$ cat src/rtl/trees_pkg.sv
// ============================================================================
// Module      : trees_pkg
// Description : Shared sizing constants and FSM state encoding for the
//               random-forest vote packer.
// Revision    : 1.0 - initial release
// ============================================================================
`default_nettype none

package trees_pkg;

  localparam int N_TREES  = 128;
  localparam int N_CLASES = 32;
  localparam int CLASS_W  = $clog2(N_CLASES);
  localparam int VOTE_W   = $clog2(N_TREES + 1);

  typedef enum logic [1:0] {
    ST_ACCUM = 2'd0,
    ST_SCAN  = 2'd1,
    ST_PACK  = 2'd2,
    ST_OUT   = 2'd3
  } state_e;

endpackage

`default_nettype wire

$ cat src/rtl/trees_vote_packer_if.sv
// ============================================================================
// Module      : trees_vote_packer_if
// Description : Vote input, flush control and 64-bit DMA beat output bundle.
// Revision    : 1.0 - initial release
// ============================================================================
`default_nettype none

interface trees_vote_packer_if #(
  parameter int CLASS_W = trees_pkg::CLASS_W
);

  logic               vote_valid;
  logic               vote_ready;
  logic [CLASS_W-1:0] vote_class;
  logic               vote_last;
  logic               flush;
  logic               flush_done;
  logic               out_valid;
  logic               out_ready;
  logic [63:0]        out_data;

  modport master (
    output vote_valid, vote_class, vote_last, flush, out_ready,
    input  vote_ready, flush_done, out_valid, out_data
  );

  modport slave (
    input  vote_valid, vote_class, vote_last, flush, out_ready,
    output vote_ready, flush_done, out_valid, out_data
  );

endinterface

`default_nettype wire

$ cat src/rtl/trees_vote_counters.sv
// ============================================================================
// Module      : trees_vote_counters
// Description : Per-class saturating vote counters with clear-on-read port.
// Revision    : 1.0 - initial release
// ============================================================================
`default_nettype none

module trees_vote_counters #(
  parameter int N_CLASES = 32,
  parameter int VOTE_W   = 8,
  localparam int CW      = $clog2(N_CLASES)
) (
  input  wire logic              clk,
  input  wire logic              rst,
  input  wire logic              inc_i,
  input  wire logic [CW-1:0]     inc_idx_i,
  input  wire logic [CW-1:0]     rd_idx_i,
  input  wire logic              clr_i,
  output logic      [VOTE_W-1:0] rd_cnt_o
);

  logic [VOTE_W-1:0] cnt_q [N_CLASES];

  // Clear and increment never coincide: votes are only accepted outside SCAN.
  always_ff @(posedge clk or negedge rst) begin
    if (!rst) begin
      for (int i = 0; i < N_CLASES; i++) begin
        cnt_q[i] <= '0;
      end
    end else if (clr_i) begin
      cnt_q[rd_idx_i] <= '0;
    end else if (inc_i && (cnt_q[inc_idx_i] != '1)) begin
      cnt_q[inc_idx_i] <= cnt_q[inc_idx_i] + 1'b1;
    end
  end

  assign rd_cnt_o = cnt_q[rd_idx_i];

endmodule

`default_nettype wire

$ cat src/rtl/trees_vote_packer.sv
// ============================================================================
// Module      : trees_vote_packer
// Description : Accumulates per-tree votes, picks the argmax class per sample
//               and packs two 32-bit predictions into each 64-bit DMA beat.
// Revision    : 1.0 - initial release
// ============================================================================
`default_nettype none

module trees_vote_packer #(
  parameter int N_TREES  = 128,
  parameter int N_CLASES = 32
) (
  input wire logic          clk,
  input wire logic          rst,
  trees_vote_packer_if.slave bus
);

  import trees_pkg::*;

  localparam int CW = $clog2(N_CLASES);
  localparam int VW = $clog2(N_TREES + 1);

  state_e        state_q, state_d;
  logic [CW-1:0] idx_q, idx_d;
  logic [CW-1:0] best_idx_q, best_idx_d;
  logic [VW-1:0] best_cnt_q, best_cnt_d;
  logic [31:0]   low_q, low_d;
  logic          low_full_q, low_full_d;
  logic [63:0]   out_data_q, out_data_d;
  logic          vote_ready_q, vote_ready_d;
  logic          flush_done_q, flush_done_d;
  logic          flush_pend_q, flush_pend_d;
  logic          flushing_q, flushing_d;
  logic          active_q, active_d;
  logic          last_q, last_d;

  logic          w_vote_fire;
  logic          w_clr;
  logic [VW-1:0] w_rd_cnt;
  logic [31:0]   w_pred;

  assign w_vote_fire = bus.vote_valid & vote_ready_q;
  assign w_pred      = 32'(best_idx_q);

  trees_vote_counters #(
    .N_CLASES (N_CLASES),
    .VOTE_W   (VW)
  ) u_counters (
    .clk       (clk),
    .rst       (rst),
    .inc_i     (w_vote_fire),
    .inc_idx_i (bus.vote_class),
    .rd_idx_i  (idx_q),
    .clr_i     (w_clr),
    .rd_cnt_o  (w_rd_cnt)
  );

  always_comb begin
    state_d      = state_q;
    idx_d        = idx_q;
    best_idx_d   = best_idx_q;
    best_cnt_d   = best_cnt_q;
    low_d        = low_q;
    low_full_d   = low_full_q;
    out_data_d   = out_data_q;
    flush_done_d = 1'b0;
    flush_pend_d = flush_pend_q | bus.flush;
    flushing_d   = flushing_q;
    active_d     = active_q;
    last_d       = last_q;
    w_clr        = 1'b0;

    case (state_q)
      ST_ACCUM: begin
        if (w_vote_fire) begin
          active_d = 1'b1;
          if (bus.vote_last) begin
            last_d = 1'b1;
          end
        end
        if (last_q) begin
          state_d    = ST_SCAN;
          idx_d      = '0;
          best_idx_d = '0;
          best_cnt_d = '0;
          last_d     = 1'b0;
          active_d   = 1'b0;
        end else if (flush_pend_d && !active_q && !w_vote_fire) begin
          // Flush only between samples; a half-filled beat goes out padded.
          if (low_full_q) begin
            out_data_d = {32'h0, low_q};
            flushing_d = 1'b1;
            state_d    = ST_OUT;
          end else begin
            flush_done_d = 1'b1;
            flush_pend_d = 1'b0;
          end
        end
      end

      ST_SCAN: begin
        w_clr = 1'b1;
        if (w_rd_cnt > best_cnt_q) begin
          best_cnt_d = w_rd_cnt;
          best_idx_d = idx_q;
        end
        if (idx_q == CW'(N_CLASES - 1)) begin
          state_d = ST_PACK;
        end else begin
          idx_d = idx_q + 1'b1;
        end
      end

      ST_PACK: begin
        if (!low_full_q) begin
          low_d      = w_pred;
          low_full_d = 1'b1;
          state_d    = ST_ACCUM;
        end else begin
          out_data_d = {w_pred, low_q};
          state_d    = ST_OUT;
        end
      end

      ST_OUT: begin
        if (bus.out_ready) begin
          low_full_d = 1'b0;
          state_d    = ST_ACCUM;
          if (flushing_q) begin
            flushing_d   = 1'b0;
            flush_done_d = 1'b1;
            flush_pend_d = bus.flush;
          end
        end
      end

      default: state_d = ST_ACCUM;
    endcase

    // Hold off votes while a sample closes or an idle flush is about to run.
    vote_ready_d = (state_d == ST_ACCUM) && !last_d && !(flush_pend_d && !active_d);
  end

  always_ff @(posedge clk or negedge rst) begin
    if (!rst) begin
      state_q      <= ST_ACCUM;
      idx_q        <= '0;
      best_idx_q   <= '0;
      best_cnt_q   <= '0;
      low_q        <= '0;
      low_full_q   <= 1'b0;
      out_data_q   <= '0;
      vote_ready_q <= 1'b0;
      flush_done_q <= 1'b0;
      flush_pend_q <= 1'b0;
      flushing_q   <= 1'b0;
      active_q     <= 1'b0;
      last_q       <= 1'b0;
    end else begin
      state_q      <= state_d;
      idx_q        <= idx_d;
      best_idx_q   <= best_idx_d;
      best_cnt_q   <= best_cnt_d;
      low_q        <= low_d;
      low_full_q   <= low_full_d;
      out_data_q   <= out_data_d;
      vote_ready_q <= vote_ready_d;
      flush_done_q <= flush_done_d;
      flush_pend_q <= flush_pend_d;
      flushing_q   <= flushing_d;
      active_q     <= active_d;
      last_q       <= last_d;
    end
  end

  assign bus.vote_ready = vote_ready_q;
  assign bus.flush_done = flush_done_q;
  assign bus.out_valid  = (state_q == ST_OUT);
  assign bus.out_data   = out_data_q;

endmodule

`default_nettype wire

$ cat src/flat_wrapper.sv
// flat-port wrapper written by rule: the top's interface ports become plain ports
module trees_vote_packer_flat import trees_pkg::*;
#(
  parameter int N_TREES  = 128,
  parameter int N_CLASES = 32
)
  (clk, rst, bus_vote_valid, bus_vote_class, bus_vote_last, bus_flush, bus_out_ready, bus_vote_ready, bus_flush_done, bus_out_valid, bus_out_data);
  trees_vote_packer_if #(.CLASS_W(($clog2(N_CLASES)))) bus_i ();
  input wire logic clk;
  input wire logic rst;
  input wire logic [$bits(bus_i.vote_valid)-1:0] bus_vote_valid;
  input wire logic [$bits(bus_i.vote_class)-1:0] bus_vote_class;
  input wire logic [$bits(bus_i.vote_last)-1:0] bus_vote_last;
  input wire logic [$bits(bus_i.flush)-1:0] bus_flush;
  input wire logic [$bits(bus_i.out_ready)-1:0] bus_out_ready;
  output wire logic [$bits(bus_i.vote_ready)-1:0] bus_vote_ready;
  output wire logic [$bits(bus_i.flush_done)-1:0] bus_flush_done;
  output wire logic [$bits(bus_i.out_valid)-1:0] bus_out_valid;
  output wire logic [$bits(bus_i.out_data)-1:0] bus_out_data;
  assign bus_i.vote_valid = bus_vote_valid;
  assign bus_i.vote_class = bus_vote_class;
  assign bus_i.vote_last = bus_vote_last;
  assign bus_i.flush = bus_flush;
  assign bus_i.out_ready = bus_out_ready;
  assign bus_vote_ready = bus_i.vote_ready;
  assign bus_flush_done = bus_i.flush_done;
  assign bus_out_valid = bus_i.out_valid;
  assign bus_out_data = bus_i.out_data;
  trees_vote_packer #(.N_TREES(N_TREES), .N_CLASES(N_CLASES)) u_core (.clk(clk), .rst(rst), .bus(bus_i));
endmodule
$ cat config.mk
export PLATFORM = sky130hd
export DESIGN_NAME = trees_vote_packer_flat
export DESIGN_NICKNAME = d
export VERILOG_FILES = /design/src/rtl/trees_pkg.sv /design/src/rtl/trees_vote_packer_if.sv /design/src/rtl/trees_vote_counters.sv /design/src/rtl/trees_vote_packer.sv /design/src/flat_wrapper.sv
export SDC_FILE = /design/constraint.sdc
export NUM_CORES = 1
export LEC_CHECK = 0
export BUFFER_PORTS_ARGS = -buffer_cell sky130_fd_sc_hd__buf_2
export CAP_MARGIN = 25
export CORE_UTILIZATION = 45
export CTS_BUF_LIST = sky130_fd_sc_hd__clkbuf_16
export DETAILED_ROUTE_END_ITERATION = 10
export GPL_TIMING_DRIVEN = 0
export SYNTH_ARGS = -nofsm -noshare
export SYNTH_HDL_FRONTEND = slang
export SYNTH_SLANG_ARGS = --single-unit
$ cat constraint.sdc
create_clock -name clk -period 7.1 [get_ports clk]
set_input_delay 1.065 -clock clk [delete_from_list [all_inputs] [get_ports clk]]
set_output_delay 1.065 -clock clk [all_outputs]
set_load 0.03 [all_outputs]
==> flow_summary.yaml, run 1 <==
clock_network:
  cts_hold_buf: 0
  cts_buffer_depth: 3
  cts_buffers: 36
  cts_tree: "built"
  htreeDepth: 2
  post-cts-setup-buffers: 0
  clk_latency_ns: 0.56
  cts.clk_slew.worst_paths_ns: 0.06
  root_buffer: "clkbuf_16"
  cts_resized: 0
  cts_sinks: 298
pwr:
  sw_frac_of_total_pct: 35.90
  seqPwrFrac_pct: 35.8
  power_density_nw_per_um2: 255.3
  p_int_w: 0.003292
  peakVddDrop_uv: 146.5
  cellLeakagePower_nw: 10.28
  total_power_w: 0.005136
  power_frac_clock_pct: 34.8
  power_frac_comb_pct: 29.4
  p_switching_w: 0.001844
floorplan:
  die_y_um: 201.4
  ios: 78
  coreArea_um2: 38920
  initial_utilization_pct: 45.95
  die-area_um2: 40540
  num_rows: 72
  die_x_um: 201.4
logic_synthesis:
  ys_warn_count: 0
  synth_xor_area_share_pct: 0.2939
  synth_top_area_share_pct: 41.70
  yosys.area.top_type: "dfrtp_1"
  synth_most_common_cell: "mux2i_1"
  synth_top_family_by_area: "multiplexers"
  synth-seq-cells: 298
  yosys.area_share.simple_pct: 14.58
  postSynthAreaPerCell_um2: 11.21
  synth_edf_count: 0
  ys_types: 53
  synth_cells: 1595
  synth_fa_ha_area_share_pct: 1.259
  synth-compound-area-share_pct: 4.282
  yosysSeqAreaShare_pct: 41.70
  synthTopCellsByCount: "mux2i_1, nand2_1, dfrtp_1"
  synthFlopType: "dfrtp_1"
  synth_area_leaders: "dfrtp_1, mux2i_1, mux4_2"
  muxShareOfSynthArea_pct: 32.06
  synth_area_um2: 17880
  async_reset_ff_share_pct: 100.0
sta:
  rsz0062_at_grt: "false"
  timing_worst_slew_pin_value_ns: 1.195
  finClkSkew_ns: 0.02126
  fin_setup_tns_ns: 0
  fin_ws_ns: 0.3660
  setup_viol: 0
  relSlewSlack_pct: 20.18
  finalCritPeriodShare_pct: 94.84
  min_period_ns: 6.734
  final_max_slew_viol_count: 0
  finalHoldViolations: 0
  fmax_ghz: 0.1485
global_routing:
  grt_pass1_wl_um: 99640
  grt_usage_pct: 34.74
  first_global_vias: 13600
  overflow: 0
  antenna_found_initial: 1
  grt_start_max_net_pins: 115
worst_setup_path:
  arrival_ns: 7.20
  required_ns: 7.57
  cp_max_fo: 10
  endpoint_kind: "register"
  r2r-start: "u_core.idx_q[1]$_DFFE_PN0P_"
  r2r_slack_ns: 0.37
  critPathLaunchType: "register"
  worstReg2RegEnd: "u_core.best_cnt_q[6]$_DFFE_PN0P_"
  rr_worst_depth: 16
  worst-setup-path-type: "register to register"
worst_hold_path:
  hold_end: "u_core.low_q[2]$_DFFE_PN0P_"
  hold_path_class: "register to register"
  min_from: "u_core.low_q[2]$_DFFE_PN0P_"
  holdPathStages: 2
placement:
  post-place-ws_ns: 0.7050
  gp_congestion: 1.056
  place_area_um2: 18980
  dp_hpwl_um: 50700
  io_buffers: 21
routing:
  wl_per_cell_um: 30.73
  via_per_inst: 6.100
  wl_um: 69450
  vias: 13790
  drtIter0Drc: 1400
  drc: 0
  ant_nets: 0
  first_pass_iters: 5
finish:
  fin_util_pct: 51.68
  postLayoutCellArea_um2: 20110
  drive_gt1_share_pct: 17.86
  final_nets: 1746
  area_delta_synth_final_pct: 12.47
job:
  maxCapViolCount: 0
outcome:
  outcome: "completed"
-- worst max-delay path by stage --
stage	start	to	slack [ns]
6_report	u_core.idx_q[1]$_DFFE_PN0P_	u_core.best_cnt_q[6]$_DFFE_PN0P_	0.37
5_1_grt	u_core.idx_q[1]$_DFFE_PN0P_	u_core.best_cnt_q[6]$_DFFE_PN0P_	0.38
4_1_cts	u_core.idx_q[1]$_DFFE_PN0P_	u_core.best_cnt_q[6]$_DFFE_PN0P_	0.66
3_5_place_dp	u_core.idx_q[1]$_DFFE_PN0P_	u_core.best_cnt_q[7]$_DFFE_PN0P_	0.71
3_3_place_gp	rst	u_core.u_counters.cnt_q[79]$_DFFE_PN0P_	-0.92
2_1_floorplan	u_core.idx_q[0]$_DFFE_PN0P_	u_core.best_cnt_q[1]$_DFFE_PN0P_	3.00
-- worst max-delay path, cell delays in order (launching register included) --
cell,delay [ns]
dfrtp_1,0.40
clkbuf_1,0.59
buf_2,0.60
buf_1,0.85
buf_1,0.84
mux4_2,0.50
a22oi_1,0.42
nand3_1,0.29
ha_1,0.37
a21o_1,0.16
a21o_1,0.17
a21oi_1,0.14
o21ai_0,0.09
o21ai_0,0.11
a21o_1,0.24
buf_1,0.57
mux2i_1,0.26
-- per-layer routing --
layer  vias up  wire length, um  track usage, %
li1       5876                -               -
met4         0             3959           17.72
met5         -                0               0
met3       177             6293           8.455
met1      7026            29040           47.73
met2       706            30160           50.99
-- power by group through the flow --
| stage | Sequential (W) | Clock, W | Combinational [W] |
|---|---|---|---|
| 6_report | 0.00184 | 0.00179 | 0.00151 |
| 5_1_grt | 0.00185 | 0.00188 | 0.00159 |
| 4_1_cts | 0.00184 | 0.00181 | 0.00147 |
| 3_5_place_dp | 0.00187 | 0 | 0.00147 |
| 3_3_place_gp | 0.00186 | 0 | 0.00143 |
| 2_1_floorplan | 0.00189 | 0 | 0.000907 |
-- cells by family after synthesis --
logic type | count (synthesis)
xor+xnor | 6
mux | 473
flops | 298
simple gates | 497
other cells | 1
buf+inv | 178
compound gates | 124
fa+ha+maj | 18
-- stage by stage --
| stage | cells | hold WS [ns] |
|---|---|---|
| after CTS | 2257 | 0.4826 |
| after detailed placement | 2195 | 0.4703 |
| final | 2260 | 0.4770 |
| after floorplan | 1648 | 0.4460 |
| after global routing | 2259 | 0.5109 |
| after global placement | 2187 | 0.4571 |
-- layout make-up --
| class | instances | area, um2 |
|---|---|---|
| tap | 518 | 648.1 |
| timing repair buffer | 31 | 269.0 |
| inverter | 19 | 71.32 |
| fill | 3573 | 18800 |
| clock buffer | 37 | 925.9 |
| multi-input combinational | 1172 | 9588 |
| clock inverter | 25 | 186.4 |
| antenna | 1 | 2.502 |
| buffer | 159 | 965.9 |
| sequential | 298 | 7457 |
-- state kept, by name, summed over array words and instances (netlist names) --
register,cells
u_core.u_counters.cnt_q,256
u_core.bus.out_data,10
u_core.best_cnt_q,8
u_core.best_idx_q,5
u_core.idx_q,5
u_core.low_q,5
u_core.state_q,2
u_core.active_q,1
u_core.bus.flush_done,1
u_core.bus.vote_ready,1
u_core.flush_pend_q,1
u_core.flushing_q,1
u_core.last_q,1
u_core.low_full_q,1
-- cells in the final DEF, fill, tap and decap left out, drive strengths merged, types with 13 or more instances in the layout --
master  count
nor2       20
mux4       79
a22oi      19
clkbuf     93
nor4       15
o21ai      24
mux2i     385
nand3      45
nand2     354
o22ai      59
inv        26
clkinv     13
buf       134
dfrtp     298
a21oi      14
conb       54
ha         18
(Power assumes the default switching activity.)
==> run 2: changes to the inputs <==
- CELL_PAD_IN_SITES_DETAIL_PLACEMENT: not set -> 1
- CELL_PAD_IN_SITES_GLOBAL_PLACEMENT: not set -> 1
- PLACE_DENSITY: not set -> 0.81
- clock period: 7.1 -> 6.1 ns (I/O delays scaled with it)
==> run 2 against run 1 <==
Net effect:
- flip-flop and latch count did not move
- die area did not move
- critical path type unchanged
- final area fell by 0.14%
- sequential share of layout area rose by 0.053 points
- global-route usage rose by 2.5 points
- clock power rose by 15%
- power rose by 17%
- highest routed layer unchanged
- final cell count fell by 0.13%
- largest cell class unchanged
==> flow_summary.yaml, run 2 (synthesized netlist as in run 1, its figures left out) <==
outcome:
  outcome: "completed"
clock_network:
  root_buffer: "clkbuf_16"
  cts_hold_buf: 0
  cts_tree: "built"
  cts_buffer_depth: 3
  htreeDepth: 2
  cts_sinks: 298
  clk_latency_ns: 0.57
  cts_buffers: 35
  cts.clk_slew.worst_paths_ns: 0.06
worst_setup_path:
  cp_max_fo: 10
  r2r-start: "u_core.idx_q[1]$_DFFE_PN0P_"
  r2r_slack_ns: 0.10
  critPathLaunchType: "register"
  worst-setup-path-type: "register to register"
  arrival_ns: 6.47
  required_ns: 6.58
  rr_worst_depth: 16
  worstReg2RegEnd: "u_core.best_cnt_q[2]$_DFFE_PN0P_"
  endpoint_kind: "register"
sta:
  fmax_ghz: 0.1668
  finClkSkew_ns: 0.01686
  timing_worst_slew_pin_value_ns: 1.132
  final_max_slew_viol_count: 0
  rsz0062_at_grt: "false"
  finalHoldViolations: 0
  relSlewSlack_pct: 24.56
  min_period_ns: 5.995
  setup_viol: 0
  finalCritPeriodShare_pct: 98.28
  fin_ws_ns: 0.1049
  fin_setup_tns_ns: 0
placement:
  place_area_um2: 18980
  dp_hpwl_um: 54160
  io_buffers: 21
  gp_congestion: 1.065
  placed_cells: 2195
  post-place-ws_ns: -0.5716
global_routing:
  antenna_found_initial: 0
  grt_pass1_wl_um: 107800
  overflow: 0
  grt_usage_pct: 37.28
  grt_start_max_net_pins: 117
  first_global_vias: 15320
finish:
  area_delta_synth_final_pct: 12.31
  final_cell_mix: "mux2i_1, nand2_1, dfrtp_1"
  largest-register: "u_core.u_counters.cnt_q"
  final_common_cell: "mux2i_1"
  largest_register_ff_count: 256
  postLayoutCellArea_um2: 20090
  fin_util_pct: 51.61
  final_nets: 1744
  instances_no_fill: 2257
  num_antenna_cells: 0
  drive_gt1_share_pct: 17.94
job:
  maxCapViolCount: 0
floorplan:
  num_rows: 72
  coreArea_um2: 38920
  ios: 78
  die-area_um2: 40540
  die_x_um: 201.4
  die_y_um: 201.4
  initial_utilization_pct: 45.95
routing:
  wl_per_cell_um: 33.01
  first_pass_iters: 6
  drtIter0Drc: 1508
  vias: 14390
  via_per_inst: 6.374
  ant_nets: 0
  wl_um: 74510
  drc: 0
pwr:
  power_density_nw_per_um2: 300.1
  peakVddDrop_uv: 202.1
  cellLeakagePower_nw: 10.27
worst_hold_path:
  hold_path_class: "primary input to async pin"
## run 2: cell count changes in the layout (fill, tap and decap cells not counted), sizes merged, moves of 2 or more
cell,delta
buf,-4
clkinv,+6
inv,-4
clkinvlp,-2
clkdlybuf4s15,+3
## run 2: worst max path at each step
stage                                         endpoint                   startpoint  cells past startpoint
2_1_floorplan         u_core.best_cnt_q[1]$_DFFE_PN0P_  u_core.idx_q[0]$_DFFE_PN0P_                     15
3_3_place_gp   u_core.u_counters.cnt_q[91]$_DFFE_PN0P_                          rst                      1
3_5_place_dp          u_core.best_cnt_q[2]$_DFFE_PN0P_  u_core.idx_q[1]$_DFFE_PN0P_                     16
4_1_cts               u_core.best_cnt_q[2]$_DFFE_PN0P_  u_core.idx_q[0]$_DFFE_PN0P_                     16
5_1_grt               u_core.best_cnt_q[2]$_DFFE_PN0P_  u_core.idx_q[0]$_DFFE_PN0P_                     17
6_report              u_core.best_cnt_q[2]$_DFFE_PN0P_  u_core.idx_q[1]$_DFFE_PN0P_                     16
## run 2: worst max-delay path, stage by stage, from the launching register on
cell and delay, ns:
dfrtp_1 0.41, clkbuf_2 0.41, buf_2 0.52, clkdlybuf4s15_2 0.68
clkdlybuf4s15_2 0.64, mux4_2 0.46, a22oi_1 0.52, nand3_1 0.27
ha_1 0.37, a21o_1 0.17, a21o_1 0.17, a21oi_1 0.15
o21ai_0 0.11, o21ai_0 0.13, a21o_1 0.28, clkbuf_2 0.35
mux2i_1 0.25
## run 2: layout make-up
cell class	count	area (um2)
clock inverter	24	135.1
multi-input combinational	1172	9588
tap	518	648.1
timing repair buffer	30	266.5
buffer	159	993.5
sequential	298	7457
fill	4176	18830
inverter	19	71.32
clock buffer	37	925.9
## run 2: routing by layer
metal	vias up	routed length, um	GRT usage (%)
met5	-	0	0
met2	757	33280	56.60
met3	276	6844	10.51
met4	0	5851	25.60
met1	7485	28530	46.10
li1	5868	-	-
## run 2: power by group
| part | internal [W] | total (W) | switching (W) |
|---|---|---|---|
| clock network | 0.00114 | 0.00205 | 0.000909 |
| logic | 0.000570 | 0.00183 | 0.00126 |
| registers | 0.00208 | 0.00215 | 0.0000743 |
| total | 0.00378 | 0.00603 | 0.00225 |
## run 2: timing repair
action | 4_1_cts | 5_1_grt
buffers inserted | 0 | 0
resized for setup | 9 | 1
setup endpoints to repair | 13 | 10
hold endpoints to repair | 0 | 0
## run 2: through the flow
stage | total power (W) | hold slack [ns]
floorplan | 0.003257 | 0.4460
global placement | 0.003858 | 0.4558
detailed placement | 0.003933 | 0.4647
CTS | 0.005975 | 0.3332
global route | 0.006178 | 0.3541
finish | 0.006028 | 0.2894
